### config.mk
export PLATFORM = sky130hd
export DESIGN_NAME = uart_cfg_decoder
export DESIGN_NICKNAME = d
export VERILOG_FILES = /design/src/rtl/uart_cfg_decoder.sv
export SDC_FILE = /design/constraint.sdc
export NUM_CORES = 1
export LEC_CHECK = 0
export ABC_AREA = 1
export CAP_MARGIN = 25
export CORE_UTILIZATION = 62
export DETAILED_ROUTE_END_ITERATION = 16
export DONT_BUFFER_PORTS = 1
export HOLD_SLACK_MARGIN = 0.03
export PLACE_DENSITY = 0.75
export REMOVE_ABC_BUFFERS = 1
export SYNTH_ARGS = -nofsm -noshare
export SYNTH_HDL_FRONTEND = slang
export SYNTH_SLANG_ARGS = --single-unit
### constraint.sdc
create_clock -name i_Clock -period 2.4 [get_ports i_Clock]
set_input_delay 0.36 -clock i_Clock [delete_from_list [all_inputs] [get_ports i_Clock]]
set_output_delay 0.36 -clock i_Clock [all_outputs]
set_load 0.1 [all_outputs]
### src/rtl/uart_cfg_decoder.sv
// Assembles SYNC/CMD/ADDR/DATA/CSUM frames from UART bytes into register write/read strobes; decisions register one cycle after the deciding byte.
// No backpressure: every i_Rx_DV byte is consumed on arrival, and inter-byte gaps beyond TIMEOUT_CLKS abort the frame.
module uart_cfg_decoder #(
  parameter int          DATA_BYTES   = 4,
  parameter int          TIMEOUT_CLKS = 100000,
  parameter logic [7:0]  SYNC_BYTE    = 8'hA5
) (
  input  logic                    i_Clock,
  input  logic                    i_Rst_n,
  input  logic                    i_Rx_DV,
  input  logic [7:0]              i_Rx_Byte,
  output logic                    o_Wr_En,
  output logic                    o_Rd_En,
  output logic [7:0]              o_Addr,
  output logic [8*DATA_BYTES-1:0] o_Wr_Data,
  output logic                    o_Frame_Err,
  output logic [7:0]              o_Err_Count,
  output logic                    o_Busy
);

  localparam int DW = 8 * DATA_BYTES;
  localparam int GW = $clog2(TIMEOUT_CLKS) + 1;
  localparam int CW = 4;
  localparam logic [7:0] CMD_WR = 8'h01;
  localparam logic [7:0] CMD_RD = 8'h02;

  typedef enum logic [2:0] {
    S_IDLE,
    S_CMD,
    S_ADDR,
    S_DATA,
    S_CSUM
  } state_t;

  state_t          state, state_nxt;
  logic [GW-1:0]   gap_cnt;
  logic [CW-1:0]   byte_cnt;
  logic [7:0]      csum_acc;
  logic [7:0]      addr_sh;
  logic [DW-1:0]   data_sh;
  logic            cmd_wr;

  logic            timeout_hit;
  logic            cmd_ok;
  logic            csum_ok;
  logic            wr_fire;
  logic            rd_fire;
  logic            err_fire;

  assign cmd_ok  = (i_Rx_Byte == CMD_WR) || (i_Rx_Byte == CMD_RD);
  assign csum_ok = (i_Rx_Byte == csum_acc);
  // gap_cnt is about to reach TIMEOUT_CLKS-1; firing here lands the error pulse TIMEOUT_CLKS cycles after the last byte
  assign timeout_hit = !i_Rx_DV && (state != S_IDLE) && (gap_cnt == GW'(TIMEOUT_CLKS - 2));
  assign o_Busy = (state != S_IDLE);

  always_ff @(posedge i_Clock or negedge i_Rst_n) begin
    if (!i_Rst_n) begin
      state <= S_IDLE;
    end else begin
      state <= state_nxt;
    end
  end

  always_comb begin
    state_nxt = state;
    if (i_Rx_DV) begin
      case (state)
        S_IDLE: if (i_Rx_Byte == SYNC_BYTE) state_nxt = S_CMD;
        S_CMD:  state_nxt = cmd_ok ? S_ADDR : S_IDLE;
        S_ADDR: state_nxt = cmd_wr ? S_DATA : S_CSUM;
        S_DATA: if (byte_cnt == CW'(DATA_BYTES - 1)) state_nxt = S_CSUM;
        S_CSUM: state_nxt = S_IDLE;
        default: state_nxt = S_IDLE;
      endcase
    end else if (timeout_hit) begin
      state_nxt = S_IDLE;
    end
  end

  always_comb begin
    wr_fire  = 1'b0;
    rd_fire  = 1'b0;
    err_fire = timeout_hit;
    if (i_Rx_DV) begin
      case (state)
        S_CMD: if (!cmd_ok) err_fire = 1'b1;
        S_CSUM: begin
          if (csum_ok) begin
            wr_fire = cmd_wr;
            rd_fire = !cmd_wr;
          end else begin
            err_fire = 1'b1;
          end
        end
        default: ;
      endcase
    end
  end

  always_ff @(posedge i_Clock or negedge i_Rst_n) begin
    if (!i_Rst_n) begin
      o_Wr_En     <= 1'b0;
      o_Rd_En     <= 1'b0;
      o_Frame_Err <= 1'b0;
      o_Err_Count <= 8'd0;
      o_Addr      <= 8'd0;
      o_Wr_Data   <= '0;
      gap_cnt     <= '0;
      byte_cnt    <= '0;
      csum_acc    <= 8'd0;
      addr_sh     <= 8'd0;
      data_sh     <= '0;
      cmd_wr      <= 1'b0;
    end else begin
      o_Wr_En     <= wr_fire;
      o_Rd_En     <= rd_fire;
      o_Frame_Err <= err_fire;
      if (err_fire && (o_Err_Count != 8'hFF)) o_Err_Count <= o_Err_Count + 8'd1;
      if (wr_fire) begin
        o_Addr    <= addr_sh;
        o_Wr_Data <= data_sh;
      end
      if (rd_fire) o_Addr <= addr_sh;

      if (i_Rx_DV || (state == S_IDLE)) gap_cnt <= '0;
      else                              gap_cnt <= gap_cnt + GW'(1);

      if (i_Rx_DV) begin
        case (state)
          S_IDLE: begin
            if (i_Rx_Byte == SYNC_BYTE) begin
              csum_acc <= 8'd0;
              byte_cnt <= '0;
            end
          end
          S_CMD: begin
            csum_acc <= csum_acc ^ i_Rx_Byte;
            cmd_wr   <= (i_Rx_Byte == CMD_WR);
          end
          S_ADDR: begin
            csum_acc <= csum_acc ^ i_Rx_Byte;
            addr_sh  <= i_Rx_Byte;
          end
          S_DATA: begin
            csum_acc <= csum_acc ^ i_Rx_Byte;
            data_sh  <= (data_sh << 8) | DW'(i_Rx_Byte);
            byte_cnt <= byte_cnt + CW'(1);
          end
          default: ;
        endcase
      end
    end
  end

endmodule

**Word-level counts from Yosys, hierarchy flattened**

Index checks and enable logic that the tools add are counted.

- Bits of input ports: 11
- Memories: 0
- Output and inout port bits: 52
- Logic and storage cells: 76
- Bits in registers: 125
- ROM bits: 0
- Latch bits: 0
- Bits in writable memories: 0

- Reduce and logical (&&, ||, !) cells: 20
- Order comparisons: 0
- Multipliers: 0
- Shifts and indexed selects: 0
- Add/sub/neg operators: 3
- Equality and inequality tests: 14
- Divide/modulo/power cells: 0
- Bitwise operators: 2
- Muxes and demuxes: 24

Operators by type and width:

| kind | count |
|---|---|
| $or 32x8->32 | 1 |
| $mux 8 | 3 |
| $add 18x1->18 const B | 1 |
| $eq 18x17->1 const B | 1 |
| $mux 18 | 1 |
| $pmux 8 s2 | 1 |
| $mux 3 | 5 |
| $pmux 3 s4 | 1 |
| $mux 1 | 9 |
| $reduce_and 3->1 | 3 |
| $add 8x1->8 const B | 1 |
| $eq 8x1->1 const B | 1 |
| $eq 8x2->1 const B | 1 |
| $eq 8x8->1 | 1 |
| $eq 8x8->1 const B | 1 |
| $ne 8x8->1 const B | 1 |
| $pmux 4 s2 | 1 |
| $reduce_bool 2->1 | 4 |
| $xor 8x8->8 | 1 |
| $eq 3x2->1 const B | 2 |
| $ne 3x3->1 const B | 2 |
| $reduce_and 2->1 | 3 |
| $add 4x1->4 const B | 1 |
| $eq 4x2->1 const B | 1 |
| 12 further kinds | 16 |

**Longest topological paths before layout**

- Depth after elaboration: 7
- Depth in mapped cells: 13

**Worst setup path after synthesis**

OpenSTA, ideal clock, no wires.

- Path type: reg2reg
- Start: register o_Err_Count[0]
- End: register o_Err_Count[5]
- Path slack: 0.104 ns
- Data arrival time: 2.229 ns
- Period minus slack after synthesis: 2.296 ns
- Stages on the path, launching flop included: 8
- Required time: 2.333 ns
- Cell sequence: dfrtp_1 -> ha_1 -> nand3_1 -> nor2_1 -> nand4_1 -> nand3_4 -> nand2_1 -> nand2_1

- Cells in the longest elaborated chain, start to end: 2
- Elaborated cells on any way between the ends: 3
- Classes of those cells: 1 x add/sub; 1 x eq/ne; 1 x reduce/logical

Ends and longest elaborated chain:

| element | RTL line | text |
|---|---|---|
| from (decl) | 17 | `output logic [7:0] o_Err_Count,` |
| from (signal assigned) | 118 | `if (err_fire && (o_Err_Count != 8'hFF)) o_Err_Count <= o_Err_Count + 8'd1;` |
| parallel branches: the longest is 2 deep, another holds $add 8x1->8 | - |  |

Parallel ways; which one is timed is not known.
A chain may end at the register's enable or synchronous reset.

**Worst setup path in the final report**

- Start: register state[0]
- End: output o_Busy

- Cells in the longest elaborated chain, start to end: 1

Ends and longest elaborated chain:

| element | RTL line | text |
|---|---|---|
| from (decl) | 35 | `state_t state, state_nxt;` |
| from (signal assigned) | 60 | `state <= state_nxt;` |
| $reduce_bool 3->1 | 54 | `assign o_Busy = (state != S_IDLE);` |
| to (decl) | 18 | `output logic o_Busy` |

No other way between the ends.

==> metrics <==
# clock sinks=125; Setup CP Type=reg -> out; Antenna Cells=0; synth warn=0; drt total wl=11,520 um; endpoint class of the critical path=output pin; Post-CTS Setup Inserts=0; Cells after Synth=673; worst skew pair latency=0.51 ns; DR vias/cell=5.219; drt drc=0; startpoint types=flip-flop; layout cell share with drive strength beyond 1=13.98%; number of antenna violations at the first check in global routing=0; antenna viol nets, final=0; Avg Synthesized Cell Area=8.416 um^2; largest net degree at the start of global routing=126; pwr dens=1008 mW/mm^2; vias=4,410; Final HPWL DP=7480 um; Die Y=97.58 um; worst slew pin tran=0.8997 ns; Design Power=6.809 mW; Hold Buf Count CTS=3; Final #Nets=739; first-pass GRT wire length=19,730 um; fin. max-slew vios=0; Rows=34; # port buffers=0; peak supply drop=967.7 uV; clock buffer depth=2; final setup violating endpoints=0; H-tree depth=4; Lkg Pwr=3.371 nW; RSZ-0062 raised after global routing=no; post-route minimum period=1.932 ns; period utilisation layout=80.49%; WL/cell=13.64 um; vias in the first global route=4,399; routability cong.=0.8161; Max Clock Freq=517.7 MHz; CP max FO=6; I/O pins=63; Slew headroom=40.02%; Fin Clk Skew=0.009149 ns; worst hold path class=in -> async; hold slack final=-0.4622 ns; critical path data required time=2.04 ns; clk slew on worst S/H paths=0.06 ns; Distinct cells, synth=33; FILL cells=592; die area=0.009522 mm^2; total grt overflow=0; register area share after synthesis=55.22%; post-synthesis register bit count=125; Post-Syn Area=0.005664 mm^2; number of CTS-inserted buffers=17; status=finished with violations; violated checks=negative hold slack; Arr. time, crit path=1.57 ns; CTS tree=done; core area=0.008763 mm^2; area grow syn2layout=19.26%; Hold Violations, Final=125; Die Wd=97.58 um; 1st-iter DRT viols=257; drt pass-1 iters=5; Overall Global Routing Usage=26.30%; Initial Util=64.63%; post-cts gate resize count=0; Max Cap Violations=0; Clock Tree Root=clkbuf_8
registers in the layout (all words and copies together) (netlist names):
signal	count
byte_cnt	4
o_Wr_Data	32
o_Rd_En	1
cmd_wr	1
o_Frame_Err	1
o_Wr_En	1
csum_acc	8
o_Err_Count	8
data_sh	32
addr_sh	8
state	3
gap_cnt	18
o_Addr	8
cells by family (layout without fill, tap and decap cells):
logic type,count (synthesis),count (layout),synth area share (%)
AOI/OAI and AO/OA,108,108,10.32
xor gates and xnor gates,13,13,2.010
adders and majority gates,4,4,0.8836
buffers and inverters,145,209,10.01
DFF,125,125,55.22
muxes,8,8,1.590
and+or+nand+nor,270,270,19.97
stage by stage:
stage | worst slack, ns | cells | utilization [%] | setup TNS [ns] | cell area, um^2
CTS | 0.4589 | 845 | 77.08 | 0 | 6755
detailed placement | 0.5509 | 810 | 69.52 | 0 | 6092
finish | 0.4682 | 845 | 77.08 | 0 | 6755
global placement | 0.6579 | 810 | 69.52 | 0 | 6092
global route | 0.2729 | 845 | 77.08 | 0 | 6755
floorplan | -0.06911 | 655 | - | -0.5690 | 5574
cell usage in the layout, fill, tap and decap left out, drive strengths merged, types with 3 or more instances in the layout:
cell type	instances
a21oi	19
mux2	8
clkbuf	18
nand2	176
bufinv	4
dlygate4sd3	3
o31ai	10
clkinv	4
xnor2	4
o21ai	74
ha	4
nand3	17
dfrtp	125
nor3	12
xor2	9
nand4	11
nor2	52
inv	132
buf	47
power by group:
group / switching [mW] / internal (mW) / total (mW) / leakage, nW
registers: 0.315 / 2.50 / 2.82 / 1.51
clock network: 0.968 / 1.74 / 2.70 / 0.309
logic: 0.912 / 0.375 / 1.29 / 1.55
layer usage:
layer | global-route usage (%) | vias to the layer above | wire length (um)
li1 | - | 2204 | -
met1 | 31.97 | 2065 | 4888
met2 | 45.45 | 126 | 5914
met3 | 6.691 | 15 | 575
met4 | 9.276 | 0 | 146
met5 | 0 | - | 0
path summary, 6_finish.rpt:
path	from	endpoint	slack, ns	cells after the start
max in group asynchronous	i_Rst_n	data_sh[19]	2.68	0
worst max-delay path	state[0]	o_Busy	0.47	3
min in group i_Clock	i_Rx_DV	state[0]	0.06	3
worst max register to register	state[2]	data_sh[14]	0.49	4
worst min-delay path	i_Rst_n	o_Wr_Data[21]	-0.46	0
worst min register to register	data_sh[16]	o_Wr_Data[16]	0.48	2
critical path, stage by stage, from the launching register on:
cell and delay (ns):
dfrtp_1 0.46, nor2_2 0.16, nand2_1 0.16, buf_4 0.28
final cells by class:
| class | instances | area, um^2 | area share [%] |
|---|---|---|---|
| inverters | 127 | 476.7 | 7.057 |
| clock buffers | 18 | 427.9 | 6.334 |
| multi-input cells | 403 | 1974 | 29.23 |
| clock inverters | 14 | 205.2 | 3.038 |
| repair buffers | 50 | 407.9 | 6.038 |
| well taps | 108 | 135.1 | 2.000 |
| flip-flops and latches | 125 | 3128 | 46.30 |
cells in the mapped netlist, drive strengths merged:
cell / number / area [um^2]
a21oi: 19 / 95.09
o21a: 1 / 7.510
nand2: 176 / 673.1
mux2: 8 / 90.08
buf: 13 / 71.32
o21bai: 1 / 11.26
nand4: 11 / 68.82
clkbuf: 5 / 18.77
nand3: 17 / 107.6
inv: 127 / 476.7
a41o: 1 / 10.01
dfrtp: 125 / 3128
nor3b: 1 / 7.510
ha: 4 / 50.05
xnor2: 4 / 35.03
o21ai: 74 / 370.4
nor3: 12 / 65.06
o31ai: 10 / 75.07
a21boi: 1 / 7.510
xor2: 9 / 78.83
o211ai: 1 / 7.510
nor2: 52 / 202.7
nor4: 1 / 6.260
No activity file was read; power rests on OpenSTA's default activity.
